## config.mk

```make
export PLATFORM = sky130hd
export DESIGN_NAME = mdu_iterative_flat
export DESIGN_NICKNAME = d
export VERILOG_FILES = /design/src/rtl/mdu_iterative_pkg.sv /design/src/rtl/mdu_iterative_if.sv /design/src/rtl/mdu_iterative_nbit_addsub.sv /design/src/rtl/mdu_iterative.sv /design/src/flat_wrapper.sv
export SDC_FILE = /design/constraint.sdc
export NUM_CORES = 1
export LEC_CHECK = 0
export CAP_MARGIN = 20
export CORE_ASPECT_RATIO = 0.75
export CORE_UTILIZATION = 40
export CTS_CLUSTER_DIAMETER = 50
export CTS_CLUSTER_SIZE = 16
export DETAILED_ROUTE_END_ITERATION = 10
export PLACE_DENSITY = 0.58
export SYNTH_ARGS = -nofsm -noshare
export SYNTH_HDL_FRONTEND = slang
export SYNTH_SLANG_ARGS = --single-unit
```

## constraint.sdc

```tcl
create_clock -name clk -period 3.8 [get_ports clk]
set_input_delay 1.14 -clock clk [delete_from_list [all_inputs] [get_ports clk]]
set_output_delay 1.14 -clock clk [all_outputs]
set_load 0.05 [all_outputs]
```

## src/rtl/mdu_iterative_pkg.sv

```systemverilog
// Shared encodings for the iterative RV32M multiply/divide unit:
// M-extension funct3 values, FSM states and operand-signedness decode.
package mdu_iterative_pkg;

  localparam logic [2:0] F3_MUL    = 3'b000;
  localparam logic [2:0] F3_MULH   = 3'b001;
  localparam logic [2:0] F3_MULHSU = 3'b010;
  localparam logic [2:0] F3_MULHU  = 3'b011;
  localparam logic [2:0] F3_DIV    = 3'b100;
  localparam logic [2:0] F3_DIVU   = 3'b101;
  localparam logic [2:0] F3_REM    = 3'b110;
  localparam logic [2:0] F3_REMU   = 3'b111;

  typedef enum logic [1:0] {
    ST_IDLE = 2'b00,
    ST_CALC = 2'b01,
    ST_FIX  = 2'b10,
    ST_DONE = 2'b11
  } mdu_state_e;

  // Returns {a_is_signed, b_is_signed} for a given funct3.
  function automatic logic [1:0] operand_signs(input logic [2:0] f3);
    logic [1:0] signs;
    case (f3)
      F3_MUL, F3_MULH, F3_DIV, F3_REM: signs = 2'b11;
      F3_MULHSU:                       signs = 2'b10;
      default:                         signs = 2'b00;
    endcase
    return signs;
  endfunction

endpackage

```

## src/rtl/mdu_iterative_if.sv

```systemverilog
// Request/response bundle between the EX stage and the multiply/divide unit.
interface mdu_iterative_if #(
  parameter int N = 32
);
  logic         start;
  logic [2:0]   funct3;
  logic [N-1:0] A;
  logic [N-1:0] B;
  logic         flush;
  logic [N-1:0] result;
  logic         busy;
  logic         done;
  logic         stall_req;

  modport master (
    output start, funct3, A, B, flush,
    input  result, busy, done, stall_req
  );

  modport slave (
    input  start, funct3, A, B, flush,
    output result, busy, done, stall_req
  );
endinterface

```

## src/rtl/mdu_iterative_nbit_addsub.sv

```systemverilog
// W-bit adder/subtractor with carry-out; shared by the multiply accumulate
// and the restoring-division trial subtract (cout=1 means a >= b on subtract).
module mdu_iterative_nbit_addsub #(
  parameter int W = 33
) (
  input  logic [W-1:0] a,
  input  logic [W-1:0] b,
  input  logic         sub,
  output logic [W-1:0] sum,
  output logic         cout
);

  logic [W-1:0] b_eff_s;
  logic [W:0]   total_s;

  // Two's-complement add of a and optionally inverted b
  always_comb begin
    b_eff_s = b ^ {W{sub}};
    total_s = {1'b0, a} + {1'b0, b_eff_s} + {{W{1'b0}}, sub};
  end

  assign sum  = total_s[W-1:0];
  assign cout = total_s[W];

endmodule

```

## src/rtl/mdu_iterative.sv

```systemverilog
// Iterative RV32M multiply/divide unit: magnitude shift-add / restoring
// shift-subtract over N cycles, then one sign-fix cycle and a done pulse.
module mdu_iterative
  import mdu_iterative_pkg::*;
#(
  parameter int N = 32
) (
  input logic            clk,
  input logic            rst,
  mdu_iterative_if.slave bus
);

  localparam int              CW       = $clog2(N) + 1;
  localparam logic [CW-1:0]   LAST_CNT = CW'(N - 1);
  localparam logic [CW-1:0]   ONE_CNT  = {{(CW-1){1'b0}}, 1'b1};
  localparam logic [N-1:0]    ONE_N    = {{(N-1){1'b0}}, 1'b1};
  localparam logic [2*N-1:0]  ONE_2N   = {{(2*N-1){1'b0}}, 1'b1};
  localparam logic [N-1:0]    MIN_N    = {1'b1, {(N-1){1'b0}}};
  localparam logic [N-1:0]    ONES_N   = {N{1'b1}};
  localparam logic [N-1:0]    ZERO_N   = {N{1'b0}};

  function automatic logic [N-1:0] neg_n(input logic [N-1:0] v);
    return ~v + ONE_N;
  endfunction

  function automatic logic [2*N-1:0] neg_2n(input logic [2*N-1:0] v);
    return ~v + ONE_2N;
  endfunction

  mdu_state_e      state_r;
  logic [2:0]      f3_r;
  logic [N-1:0]    ua_r;
  logic [N-1:0]    ub_r;
  logic [N-1:0]    a_r;
  logic            neg_res_r;
  logic            neg_rem_r;
  logic            dz_r;
  logic            ovf_r;
  logic [2*N-1:0]  prod_r;
  logic [N-1:0]    rem_r;
  logic [N-1:0]    quo_r;
  logic [CW-1:0]   cnt_r;
  logic [N-1:0]    result_r;
  logic            busy_r;
  logic            done_r;

  logic [1:0]      signs_s;
  logic            a_neg_s;
  logic            b_neg_s;
  logic [N-1:0]    abs_a_s;
  logic [N-1:0]    abs_b_s;
  logic            ovf_s;
  logic [N:0]      shifted_s;
  logic [N:0]      add_a_s;
  logic [N:0]      add_b_s;
  logic            add_sub_s;
  logic [N:0]      add_sum_s;
  logic            add_cout_s;
  logic [2*N-1:0]  prod_fix_s;
  logic [N-1:0]    quo_fix_s;
  logic [N-1:0]    rem_fix_s;
  logic [N-1:0]    sel_s;

  // Operand magnitudes and special-case flags for an incoming request
  always_comb begin
    signs_s = operand_signs(bus.funct3);
    a_neg_s = signs_s[1] & bus.A[N-1];
    b_neg_s = signs_s[0] & bus.B[N-1];
    if (a_neg_s) begin
      abs_a_s = neg_n(bus.A);
    end else begin
      abs_a_s = bus.A;
    end
    if (b_neg_s) begin
      abs_b_s = neg_n(bus.B);
    end else begin
      abs_b_s = bus.B;
    end
    ovf_s = ((bus.funct3 == F3_DIV) || (bus.funct3 == F3_REM)) &&
            (bus.A == MIN_N) && (bus.B == ONES_N);
  end

  // Shared adder operands: accumulate for multiply, trial subtract for divide
  always_comb begin
    shifted_s = {1'b0, rem_r, quo_r[N-1]};
    shifted_s = shifted_s[N:0];
    if (f3_r[2]) begin
      add_a_s   = shifted_s;
      add_b_s   = {1'b0, ub_r};
      add_sub_s = 1'b1;
    end else begin
      add_a_s   = {1'b0, prod_r[2*N-1:N]};
      add_sub_s = 1'b0;
      if (prod_r[0]) begin
        add_b_s = {1'b0, ua_r};
      end else begin
        add_b_s = {(N+1){1'b0}};
      end
    end
  end

  mdu_iterative_nbit_addsub #(
    .W(N + 1)
  ) u_addsub (
    .a    (add_a_s),
    .b    (add_b_s),
    .sub  (add_sub_s),
    .sum  (add_sum_s),
    .cout (add_cout_s)
  );

  // Sign correction of the magnitude results
  always_comb begin
    if (neg_res_r) begin
      prod_fix_s = neg_2n(prod_r);
      quo_fix_s  = neg_n(quo_r);
    end else begin
      prod_fix_s = prod_r;
      quo_fix_s  = quo_r;
    end
    if (neg_rem_r) begin
      rem_fix_s = neg_n(rem_r);
    end else begin
      rem_fix_s = rem_r;
    end
  end

  // Final result selection, with divide-by-zero and overflow overrides
  always_comb begin
    case (f3_r)
      F3_MUL:                       sel_s = prod_fix_s[N-1:0];
      F3_MULH, F3_MULHSU, F3_MULHU: sel_s = prod_fix_s[2*N-1:N];
      F3_DIV, F3_DIVU: begin
        if (dz_r) begin
          sel_s = ONES_N;
        end else if (ovf_r) begin
          sel_s = a_r;
        end else begin
          sel_s = quo_fix_s;
        end
      end
      F3_REM, F3_REMU: begin
        if (dz_r) begin
          sel_s = a_r;
        end else if (ovf_r) begin
          sel_s = ZERO_N;
        end else begin
          sel_s = rem_fix_s;
        end
      end
      default: sel_s = ZERO_N;
    endcase
  end

  // Control FSM with the iterative datapath and registered outputs
  always_ff @(posedge clk) begin
    if (rst) begin
      state_r   <= ST_IDLE;
      f3_r      <= 3'b000;
      ua_r      <= ZERO_N;
      ub_r      <= ZERO_N;
      a_r       <= ZERO_N;
      neg_res_r <= 1'b0;
      neg_rem_r <= 1'b0;
      dz_r      <= 1'b0;
      ovf_r     <= 1'b0;
      prod_r    <= {(2*N){1'b0}};
      rem_r     <= ZERO_N;
      quo_r     <= ZERO_N;
      cnt_r     <= {CW{1'b0}};
      result_r  <= ZERO_N;
      busy_r    <= 1'b0;
      done_r    <= 1'b0;
    end else begin
      done_r <= 1'b0;
      case (state_r)
        ST_IDLE: begin
          if (bus.start && !bus.flush) begin
            f3_r      <= bus.funct3;
            ua_r      <= abs_a_s;
            ub_r      <= abs_b_s;
            a_r       <= bus.A;
            neg_res_r <= a_neg_s ^ b_neg_s;
            neg_rem_r <= a_neg_s;
            dz_r      <= (bus.B == ZERO_N);
            ovf_r     <= ovf_s;
            prod_r    <= {ZERO_N, abs_b_s};
            rem_r     <= ZERO_N;
            quo_r     <= abs_a_s;
            cnt_r     <= {CW{1'b0}};
            busy_r    <= 1'b1;
            state_r   <= ST_CALC;
          end else begin
            busy_r  <= 1'b0;
            state_r <= ST_IDLE;
          end
        end
        ST_CALC: begin
          if (bus.flush) begin
            busy_r  <= 1'b0;
            state_r <= ST_IDLE;
          end else begin
            if (f3_r[2]) begin
              // Restore on borrow: keep the shifted remainder, quotient bit 0
              if (add_cout_s) begin
                rem_r <= add_sum_s[N-1:0];
                quo_r <= {quo_r[N-2:0], 1'b1};
              end else begin
                rem_r <= shifted_s[N-1:0];
                quo_r <= {quo_r[N-2:0], 1'b0};
              end
            end else begin
              prod_r <= {add_sum_s, prod_r[N-1:1]};
            end
            cnt_r <= cnt_r + ONE_CNT;
            if (cnt_r == LAST_CNT) begin
              state_r <= ST_FIX;
            end else begin
              state_r <= ST_CALC;
            end
          end
        end
        ST_FIX: begin
          if (bus.flush) begin
            busy_r  <= 1'b0;
            state_r <= ST_IDLE;
          end else begin
            result_r <= sel_s;
            done_r   <= 1'b1;
            busy_r   <= 1'b0;
            state_r  <= ST_DONE;
          end
        end
        ST_DONE: begin
          busy_r  <= 1'b0;
          state_r <= ST_IDLE;
        end
        default: begin
          busy_r  <= 1'b0;
          state_r <= ST_IDLE;
        end
      endcase
    end
  end

  assign bus.result    = result_r;
  assign bus.busy      = busy_r;
  assign bus.done      = done_r;
  assign bus.stall_req = ((state_r == ST_IDLE) & bus.start & ~bus.flush) | busy_r;

endmodule

```

## src/flat_wrapper.sv

```systemverilog
// flat-port wrapper written by rule: the top's interface ports become plain ports
module mdu_iterative_flat import mdu_iterative_pkg::*;
#(
  parameter int N = 32
)
  (clk, rst, bus_start, bus_funct3, bus_A, bus_B, bus_flush, bus_result, bus_busy, bus_done, bus_stall_req);
  mdu_iterative_if #(.N(N)) bus_i ();
  input logic clk;
  input logic rst;
  input wire logic [$bits(bus_i.start)-1:0] bus_start;
  input wire logic [$bits(bus_i.funct3)-1:0] bus_funct3;
  input wire logic [$bits(bus_i.A)-1:0] bus_A;
  input wire logic [$bits(bus_i.B)-1:0] bus_B;
  input wire logic [$bits(bus_i.flush)-1:0] bus_flush;
  output wire logic [$bits(bus_i.result)-1:0] bus_result;
  output wire logic [$bits(bus_i.busy)-1:0] bus_busy;
  output wire logic [$bits(bus_i.done)-1:0] bus_done;
  output wire logic [$bits(bus_i.stall_req)-1:0] bus_stall_req;
  assign bus_i.start = bus_start;
  assign bus_i.funct3 = bus_funct3;
  assign bus_i.A = bus_A;
  assign bus_i.B = bus_B;
  assign bus_i.flush = bus_flush;
  assign bus_result = bus_i.result;
  assign bus_busy = bus_i.busy;
  assign bus_done = bus_i.done;
  assign bus_stall_req = bus_i.stall_req;
  mdu_iterative #(.N(N)) u_core (.clk(clk), .rst(rst), .bus(bus_i));
endmodule
```

==> flow_summary.json <==
{
  "wirelength_um": 76600,
  "core_area_sq_mm": 0.0438,
  "cellLeakagePower_uw": 0.00848,
  "viasPerCell": 6.04,
  "cts_tree": "built",
  "overflow": 0,
  "dieHeight_um": 185,
  "n_fill_cell": 4306,
  "tightest_slew_ps": 1010,
  "holdWs_ps": 453,
  "rows": 66,
  "cp_max_fo": 6,
  "synth.top_cell.area_share_pct": 30.4,
  "wl_per_cell_um": 23.7,
  "pin_count": 106,
  "cpMostUsedCell": "buf_4",
  "clock_sinks": 272,
  "crit_type": "reg2reg",
  "rsz0062_at_grt": "yes",
  "hold_viol_final": 0,
  "setup_viol": 0,
  "final_nets": 2742,
  "ys_seq_area_share_pct": 30.4,
  "clock.fmax_mhz": 269,
  "holdCritPathClass": "reg2reg",
  "synth_flop_cell": "dfxtp_1",
  "ant_nets": 0,
  "num_vias": 19534,
  "max_stage_delay_ps": 450,
  "ys_top_cells_by_area": "dfxtp_1 (30%), nor2_1 (6.4%), nand2_1 (6.0%), o21ai_0 (6.0%), a21oi_1 (5.8%)",
  "finalMaxSlewViolations": 0,
  "yosys.area.top_type": "dfxtp_1",
  "drc": 0,
  "drive_gt1_share_pct": 15.1,
  "startpoint_type": "flop",
  "async_flop_share_pct": 0,
  "htree_levels": 1,
  "post-route-min-period_ps": 3720,
  "synth_seq_cells": 272,
  "antennaDiodeCount": 0,
  "path_buf_inv": 8,
  "grt_pass1_wl_um": 113000,
  "place.gp.congestion": 0.999,
  "root_buffer": "clkbuf_16",
  "dpl.hpwl_um": 59100,
  "synth.avg_cell_area_sq_um": 7.43,
  "clockBufferDepth": 3,
  "yosysUniqueCellTypes": 72,
  "slew_headroom_pct": 32.1,
  "cts.clk_slew.worst_paths_ps": 70,
  "synth_nets": 2522,
  "p_total_uw": 8140,
  "fin_cells": 3232,
  "io_buffer_count": 105,
  "irDropWorstVdd_uv": 352,
  "grt_max_degree": 99,
  "power_density_mw_per_mm2": 362,
  "initialDrtViolationCount": 2370,
  "netlist_area_sq_mm": 0.0179,
  "clock_latency_ps": 600,
  "endpoint_kind": "flop",
  "synth_edf_count": 0,
  "clock_skew_ps": 23.1,
  "yosys_warnings": 0,
  "antenna_found_initial": 1,
  "die_w_um": 246,
  "status": "complete, no violations",
  "numCtsBuffers": 30,
  "first_pass_iters": 6,
  "cp.required_ps": 4240,
  "grt_pass1_vias": 17786,
  "synth_cells": 2412,
  "period_share_pct": 98.0,
  "fin_tns_setup_ps": 0,
  "dp_cells": 3166,
  "arrival_ps": 4170,
  "track_usage_pct": 32.7,
  "start_util_pct": 40.9,
  "dieArea_sq_mm": 0.0456,
  "critPathTopFamily": "buffers and inverters",
  "syn2layout_area_growth_pct": 25.5,
  "maxCapViolations": 0,
  "path_cells": "buf_12 > nor2_4 > buf_4 > nand2_1 > o21ai_0 > buf_4 > ha_2 > a211oi_2 > nor2_1 > a31oi_1 > buf_4 > o41ai_4 > a31oi_1 > buf_4 > o31ai_4 > buf_6 > buf_12 > buf_4 > mux2i_1 > o21ai_0",
  "slowest_stage": "o41ai_4"
}
[cells by family after synthesis]
kind of cell	count (synthesis)	share of synthesized area, %
simple gates	844	21.1
compound gates	787	27.7
flops	272	30.4
buf+inv	203	4.29
xor+xnor	198	9.68
mux	69	4.09
fa+ha+maj	39	2.77
[path summary, 6_finish.rpt]
check                                        to  cells past startpoint                          from  slack, ps
setup / recovery  u_core.rem_r[26]$_SDFFE_PP0P_                     20   u_core.f3_r[2]$_SDFFE_PP0P_         80
setup reg to reg  u_core.rem_r[26]$_SDFFE_PP0P_                     20   u_core.f3_r[2]$_SDFFE_PP0P_         80
hold / removal     u_core.ub_r[27]$_SDFFE_PP0P_                      2  u_core.ub_r[27]$_SDFFE_PP0P_        450
hold reg to reg    u_core.ub_r[27]$_SDFFE_PP0P_                      2  u_core.ub_r[27]$_SDFFE_PP0P_        450
[cells in the mapped netlist (all sizes together), types with 23 or more instances]
| cell type | instances |
|---|---|
| inv | 24 |
| ha | 38 |
| o21ai | 218 |
| dfxtp | 272 |
| nand3 | 36 |
| nor2 | 305 |
| a21oi | 206 |
| o31ai | 48 |
| xnor2 | 112 |
| xor2 | 86 |
| nor3 | 55 |
| nor4 | 24 |
| or4 | 23 |
| clkbuf | 158 |
| o41ai | 26 |
| mux2 | 33 |
| a211oi | 127 |
| a22oi | 31 |
| mux2i | 36 |
| nand2 | 287 |
[repair_timing]
item | 4_1_cts | 5_1_grt
setup buffers | 0 | 9
resized for setup | 6 | 52
hold buffers | 0 | 0
gates cloned | 0 | 3
endpoints found under the setup margin | 31 | 44
pin swaps | 0 | 8
[per-layer routing]
metal	share of wire, %	wire (um)	GRT usage, %	vias to the layer above
met5	0	0	0	-
met4	3.3	2490	10.7	0
met3	9.2	7020	4.98	122
met2	42	32400	49.4	912
met1	45	34700	47.0	9315
li1	-	-	-	9185
[worst reg2reg max path, delay by kind of cell, from the launching register on]
| kind | cells | cell delay (ps) |
|---|---|---|
| muxes | 1 | 180 |
| adders and majority gates | 1 | 240 |
| buffers and inverters | 8 | 1250 |
| AOI/OAI and AO/OA | 7 | 1160 |
| and+or+nand+nor | 3 | 390 |
| DFF | 1 | 360 |
[final cells by class]
class | instances | area, sq um | area share [%]
Tap cell | 578 | 723 | 3.22
Clock buffer | 33 | 782 | 3.48
Clock inverter | 21 | 329 | 1.46
Inverter | 26 | 97.6 | 0.434
Multi-Input combinational cell | 1937 | 11900 | 53.0
Sequential cell | 272 | 5450 | 24.2
Timing Repair Buffer | 365 | 3180 | 14.1
[metrics by stage]
| stage | setup slack, ps | area (sq um) | util (%) |
|---|---|---|---|
| 2_1_floorplan | 32.8 | 17900 | - |
| 3_3_place_gp | -419 | 21100 | 48.1 |
| 3_5_place_dp | -423 | 21100 | 48.1 |
| 4_1_cts | 24.2 | 22200 | 50.7 |
| 5_1_grt | -81.6 | 22500 | 51.4 |
| 6_report | 75.8 | 22500 | 51.4 |
[registers in the layout, indices dropped and copies added, names as in the netlist]
| register | cells |
|---|---|
| u_core.bus.done | 1 |
| u_core.f3_r | 3 |
| u_core.neg_rem_r | 1 |
| u_core.quo_r | 32 |
| u_core.prod_r | 64 |
| u_core.ovf_r | 1 |
| u_core.bus.result | 32 |
| u_core.ub_r | 32 |
| u_core.state_r | 2 |
| u_core.rem_r | 32 |
| u_core.bus.busy | 1 |
| u_core.dz_r | 1 |
| u_core.ua_r | 31 |
| u_core.a_r | 32 |
| u_core.neg_res_r | 1 |
| u_core.cnt_r | 6 |
[cell usage in the layout, fill, tap and decap left out, types with 32 or more instances in the layout]
| cell type | n |
|---|---|
| nor3_1 | 53 |
| nand2_1 | 286 |
| clkdlybuf4s50_1 | 103 |
| o31ai_1 | 46 |
| a211oi_1 | 125 |
| xnor2_1 | 112 |
| ha_1 | 33 |
| mux2i_1 | 36 |
| xor2_1 | 86 |
| nor2_1 | 303 |
| clkbuf_16 | 32 |
| buf_4 | 245 |
| a21oi_1 | 203 |
| mux2_2 | 33 |
| dfxtp_1 | 270 |
| nand3_1 | 36 |
| o21ai_0 | 190 |
[where the power goes]
group	switching (uW)	internal, uW	total, uW
Combinational	1040	634	1670
Sequential	163	2970	3130
Clock	1400	1940	3340
Total	2600	5540	8140
(Power assumes the default switching activity.)
